==> src/rtl/tohost_monitor.sv <==
// tohost_monitor
//   Completion checker for riscv-tests programs. Snoops the core's data
//   store port, keeps a shadow of the `tohost` word and decodes the exit
//   convention into pass / fail / timeout, plus the failing test number and
//   the number of cycles from reset release to completion.
//
//   state      | meaning
//   -----------+----------------------------------------------------------
//   ST_RUN     | test running; counter advancing, watching for an exit code
//   ST_PASS    | exit code 1 written; terminal until reset
//   ST_FAIL    | odd exit code other than 1 written; terminal until reset
//   ST_TIMEOUT | watchdog expired before any exit code; terminal until reset
//
// Ports
//   clk           core clock, rising edge
//   rst           asynchronous active-low reset
//   st_valid      store strobe
//   st_addr       store byte address
//   st_data       store data, lane-aligned
//   st_strb       byte-lane enables
//   done          finished for any reason
//   pass          finished with exit code 1
//   fail          finished with another odd exit code
//   timeout       watchdog expired
//   fail_test     exit code >> 1
//   cycles        cycles from reset release to completion
//   tohost_q      shadow copy of the tohost word
//   extra_writes  saturating count of tohost writes after done
module tohost_monitor #(
    parameter logic [31:0] TOHOST_ADDR    = 32'h0000_1000,
    parameter int unsigned TIMEOUT_CYCLES = 5000,
    parameter int unsigned CNT_W          = 32
) (
    input  logic             clk,
    input  logic             rst,
    input  logic             st_valid,
    input  logic [31:0]      st_addr,
    input  logic [31:0]      st_data,
    input  logic [3:0]       st_strb,
    output logic             done,
    output logic             pass,
    output logic             fail,
    output logic             timeout,
    output logic [30:0]      fail_test,
    output logic [CNT_W-1:0] cycles,
    output logic [31:0]      tohost_q,
    output logic [7:0]       extra_writes
);

    typedef enum logic [1:0] {
        ST_RUN     = 2'd0,
        ST_PASS    = 2'd1,
        ST_FAIL    = 2'd2,
        ST_TIMEOUT = 2'd3
    } state_t;

    localparam logic [CNT_W-1:0] TO_CNT = CNT_W'(TIMEOUT_CYCLES);

    state_t             r_state;
    state_t             w_state_nxt;
    logic [CNT_W-1:0]   r_cnt;
    logic [CNT_W-1:0]   r_cycles;
    logic [30:0]        r_fail_test;
    logic [31:0]        r_tohost;
    logic [7:0]         r_extra;

    logic               w_match;
    logic               w_wr;
    logic               w_term;
    logic               w_wdog;
    logic [31:0]        w_merged;
    logic [CNT_W-1:0]   w_cnt_inc;
    logic               w_unused_addr;

    // Word-granular match: the low address bits only select lanes.
    assign w_match       = st_valid && (st_addr[31:2] == TOHOST_ADDR[31:2]);
    assign w_unused_addr = &{1'b0, st_addr[1:0]};
    assign w_wr          = w_match && (st_strb != 4'h0);

    // Value the shadow takes after this cycle's merge; exit decode uses it.
    always_comb begin
        w_merged = r_tohost;
        for (int i = 0; i < 4; i++) begin
            if (w_match && st_strb[i]) begin
                w_merged[8*i +: 8] = st_data[8*i +: 8];
            end
        end
    end

    assign w_cnt_inc = (&r_cnt) ? r_cnt : r_cnt + CNT_W'(1);
    assign w_term    = w_wr && w_merged[0];
    assign w_wdog    = (TIMEOUT_CYCLES != 0) && (w_cnt_inc == TO_CNT);

    always_ff @(posedge clk or negedge rst) begin
        if (!rst) begin
            r_state <= ST_RUN;
        end else begin
            r_state <= w_state_nxt;
        end
    end

    // A terminating store beats a watchdog expiry in the same cycle.
    always_comb begin
        w_state_nxt = r_state;
        case (r_state)
            ST_RUN: begin
                if (w_term) begin
                    w_state_nxt = (w_merged == 32'd1) ? ST_PASS : ST_FAIL;
                end else if (w_wdog) begin
                    w_state_nxt = ST_TIMEOUT;
                end
            end
            default: w_state_nxt = r_state;
        endcase
    end

    always_ff @(posedge clk or negedge rst) begin
        if (!rst) begin
            r_cnt       <= '0;
            r_cycles    <= '0;
            r_fail_test <= '0;
            r_tohost    <= '0;
            r_extra     <= '0;
        end else begin
            if (w_match) begin
                r_tohost <= w_merged;
            end
            if (r_state == ST_RUN) begin
                r_cnt <= w_cnt_inc;
                if (w_term) begin
                    r_cycles <= w_cnt_inc;
                    if (w_merged != 32'd1) begin
                        r_fail_test <= w_merged[31:1];
                    end
                end else if (w_wdog) begin
                    r_cycles <= TO_CNT;
                end
            end else if (w_wr && (r_extra != 8'hFF)) begin
                r_extra <= r_extra + 8'd1;
            end
        end
    end

    assign pass         = (r_state == ST_PASS);
    assign fail         = (r_state == ST_FAIL);
    assign timeout      = (r_state == ST_TIMEOUT);
    assign done         = pass | fail | timeout;
    assign fail_test    = r_fail_test;
    assign cycles       = r_cycles;
    assign tohost_q     = r_tohost;
    assign extra_writes = r_extra;

endmodule

==> config.mk <==
export PLATFORM = sky130hd
export DESIGN_NAME = tohost_monitor
export DESIGN_NICKNAME = d
export VERILOG_FILES = /design/src/rtl/tohost_monitor.sv
export SDC_FILE = /design/constraint.sdc
export NUM_CORES = 1
export LEC_CHECK = 0
export BUFFER_PORTS_ARGS = -buffer_cell sky130_fd_sc_hd__buf_2
export CAP_MARGIN = 20
export CORE_AREA = 2 2 138 140
export CTS_CLUSTER_SIZE = 14
export DETAILED_ROUTE_END_ITERATION = 6
export DIE_AREA = 0 0 140 142
export MAX_ROUTING_LAYER = met4
export PLACE_DENSITY = 0.66
export SYNTH_ARGS = -nofsm -noshare
export SYNTH_HDL_FRONTEND = slang
export SYNTH_SLANG_ARGS = --single-unit
==> constraint.sdc <==
create_clock -name clk -period 3.9 [get_ports clk]
set_clock_uncertainty 0.2 [all_clocks]
set_input_delay 0.195 -clock clk [delete_from_list [all_inputs] [get_ports clk]]
set_output_delay 0.195 -clock clk [all_outputs]
set_load 0.1 [all_outputs]
==> flow_metrics.env <==
export IMPL_final_antenna_net_count=0
export IMPL_netlist_area_sq_um=7280
export IMPL_grt_pass1_wl_mm=35.4
export IMPL_diodes=0
export IMPL_min_path_cells=3
export IMPL_outcome="finished, violations left"
export IMPL_r2r_slack_ns=0.27
export IMPL_drc=8
export IMPL_clkLatencyLatePin_ns=0.43
export IMPL_via_count=6615
export IMPL_finalSetupTns_ns=0
export IMPL_grt_start_max_net_pins=99
export IMPL_totalWireLength_mm=22.4
export IMPL_final_common_cell="buf_2"
export IMPL_cts_tree="done"
export IMPL_fp_dieArea_sq_um=19900
export IMPL_hold_violations=0
export IMPL_drive_above_1_share=0.335
export IMPL_worstHoldPathType="in2reg"
export IMPL_power_total_mw=3.22
export IMPL_ys_seq_elements=137
export IMPL_cap_violations=0
export IMPL_std_cell_rows=50
export IMPL_cts_made_buffers=17
export IMPL_leakagePower_nw=4.67
export IMPL_synth_fp_nets=805
export IMPL_grtUsageTotal=0.233
export IMPL_peakVddDrop_v=0.000377
export IMPL_overflow=0
export IMPL_die_width_um=140
export IMPL_rr_startpoint="r_cnt[5]$_DFFE_PN0N_"
export IMPL_failed_checks="DRC"
export IMPL_path_class="reg2reg"
export IMPL_rsz0062_at_grt="no"
export IMPL_reg2regPathDepth=9
export IMPL_synth_flop_cell="dfrtp_1"
export IMPL_p_per_area_nw_per_um2=337
export IMPL_yosys_warnings=0
export IMPL_clock_sinks=137
export IMPL_globalplace_congestion=0.963
export IMPL_path_max_fanout=17
export IMPL_core_sq_um=18500
export IMPL_dp_cells=1139
export IMPL_viasPerCell=5.49
export IMPL_r2r_end="cycles[0]$_DFFE_PN0P_"
export IMPL_timing_final_crit_share=0.930
export IMPL_cts_setup_buffers=0
export IMPL_chipHeight_um=142
export IMPL_num_nets_final=1030
export IMPL_drt_iter0_markers=495
export IMPL_setup_viol=0
export IMPL_crit_required_ns=4.01
export IMPL_grt_pass1_vias=6578
export IMPL_fin_crit_ns=3.63
export IMPL_ctsRootBufferMaster="clkbuf_16"
export IMPL_dp_slack_ns=0.167
export IMPL_max_freq_ghz=0.276
export IMPL_crit_start="r_cnt[5]$_DFFE_PN0N_"
export IMPL_yosysSeqAreaShare=0.471
export IMPL_final_cell_mix="buf_2, dfrtp_1, nand2_1, mux2_2, nor2_1"
export IMPL_slew_violations=0
export IMPL_fin_cells=1204
export IMPL_port_buffers=175
export IMPL_worstMarginPinSlew_ns=0.913
export IMPL_antenna_found_initial=0
export IMPL_setup_ws_ns=0.274
export IMPL_syn_inst=732
export IMPL_start_util=0.395
export IMPL_arrival_ns=3.74
export IMPL_h_tree_depth=4
export IMPL_syn2layout_area_growth_pct=31.1
export IMPL_slew_headroom=0.391
export IMPL_dr_pass1_iters=7
export IMPL_yosysUniqueCellTypes=62
export IMPL_ys_async_sr_fraction=1.00
export IMPL_dpl_hpwl_mm=16.1
export IMPL_synth_edff_count=0
export IMPL_min_from="st_strb[2]"
export IMPL_end_kind="flop"
export IMPL_ios=178
export IMPL_wl_per_cell_um=18.6
export IMPL_hold_end="tohost_q[17]$_DFFE_PN0N_"
export IMPL_cp_start_kind="flop"
export IMPL_avgSynthCellArea_sq_um=9.95
export IMPL_clockBufferDepth=2
export IMPL_path_clk_slew_ns=0.06
==> worst max-delay path by stage <==
stage,to
2_1_floorplan,cycles[23]$_DFFE_PN0P_
3_3_place_gp,cycles[11]$_DFFE_PN0P_
3_5_place_dp,cycles[0]$_DFFE_PN0P_
4_1_cts,cycles[0]$_DFFE_PN0P_
5_1_grt,cycles[1]$_DFFE_PN0P_
6_report,cycles[0]$_DFFE_PN0P_
==> layer usage <==
layer	wire (um)	GRT usage	vias up
li1	-	-	3103
met1	10300	0.316	3229
met2	10400	0.350	243
met3	1160	0.0421	40
met4	529	0.0914	0
met5	0	-	-
==> cell type report <==
type | instances | area, sq um
inverter | 13 | 48.8
multi-input combinational | 533 | 3580
clock inverter | 14 | 186
tap | 234 | 293
fill | 1621 | 8910
sequential | 137 | 3430
clock buffer | 18 | 429
timing repair buffer | 255 | 1580
==> critical path, stage by stage, from the launching register on <==
cell      delay [ns]
dfrtp_1         0.54
nand4_2         0.30
nor3_2          0.60
a21boi_0        0.20
nor3_1          0.31
nand4_1         0.11
or4_1           0.53
nor4b_4         0.28
buf_4           0.29
o21ai_0         0.13
==> per-stage QoR <==
step	utilization	instance area [sq um]	hold WS (ns)
6_report	0.517	9540	0.202
5_1_grt	0.517	9540	0.198
4_1_cts	0.517	9540	0.182
3_5_place_dp	0.466	8600	0.162
3_3_place_gp	0.466	8600	0.158
2_1_floorplan	-	7280	-0.301
==> where the power goes <==
part | internal [mW] | switching [mW] | total, mW
sequential | 1.42 | 0.0000133 | 1.42
clock | 1.02 | 0.678 | 1.70
combinational | 0.0504 | 0.0487 | 0.0990
total | 2.49 | 0.727 | 3.22
==> timing repair <==
action | CTS | global route
hold buffers | 33 | 0
hold endpoints to repair | 158 | 0
endpoints found under the setup margin | 0 | 34
gates resized for setup | 0 | 1
==> state kept, by name, summed over array words and instances (netlist names) <==
name and cells:
cycles 32, fail_test 31, r_cnt 32, extra_writes 8, tohost_q 32, r_state 2
==> Yosys cell counts, drive strengths merged, types with 18 or more instances <==
library cell | instances | area, sq um
mux2 | 57 | 642
nand2 | 79 | 297
nand3 | 19 | 95.1
xor2 | 24 | 210
nand4 | 18 | 134
buf | 32 | 178
xnor2 | 36 | 315
dfrtp | 137 | 3430
o21ai | 40 | 200
nor3 | 22 | 115
nor4 | 27 | 175
a21oi | 23 | 115
nor2 | 57 | 214
==> logic make-up (layout without fill, tap and decap cells) <==
group                    Yosys count  in the layout  share of synthesized area
AND/OR/NAND/NOR                  279            279                      0.198
multiplexers                      67             67                      0.102
XOR/XNOR                          60             60                     0.0722
flip-flops                       137            137                      0.471
AO/OA/AOI/OAI                    125            125                      0.113
buffers and inverters             62            300                     0.0400
adder cells (fa/ha/maj)            2              2                    0.00344
Note: power is estimated with default switching activity, not from simulation.
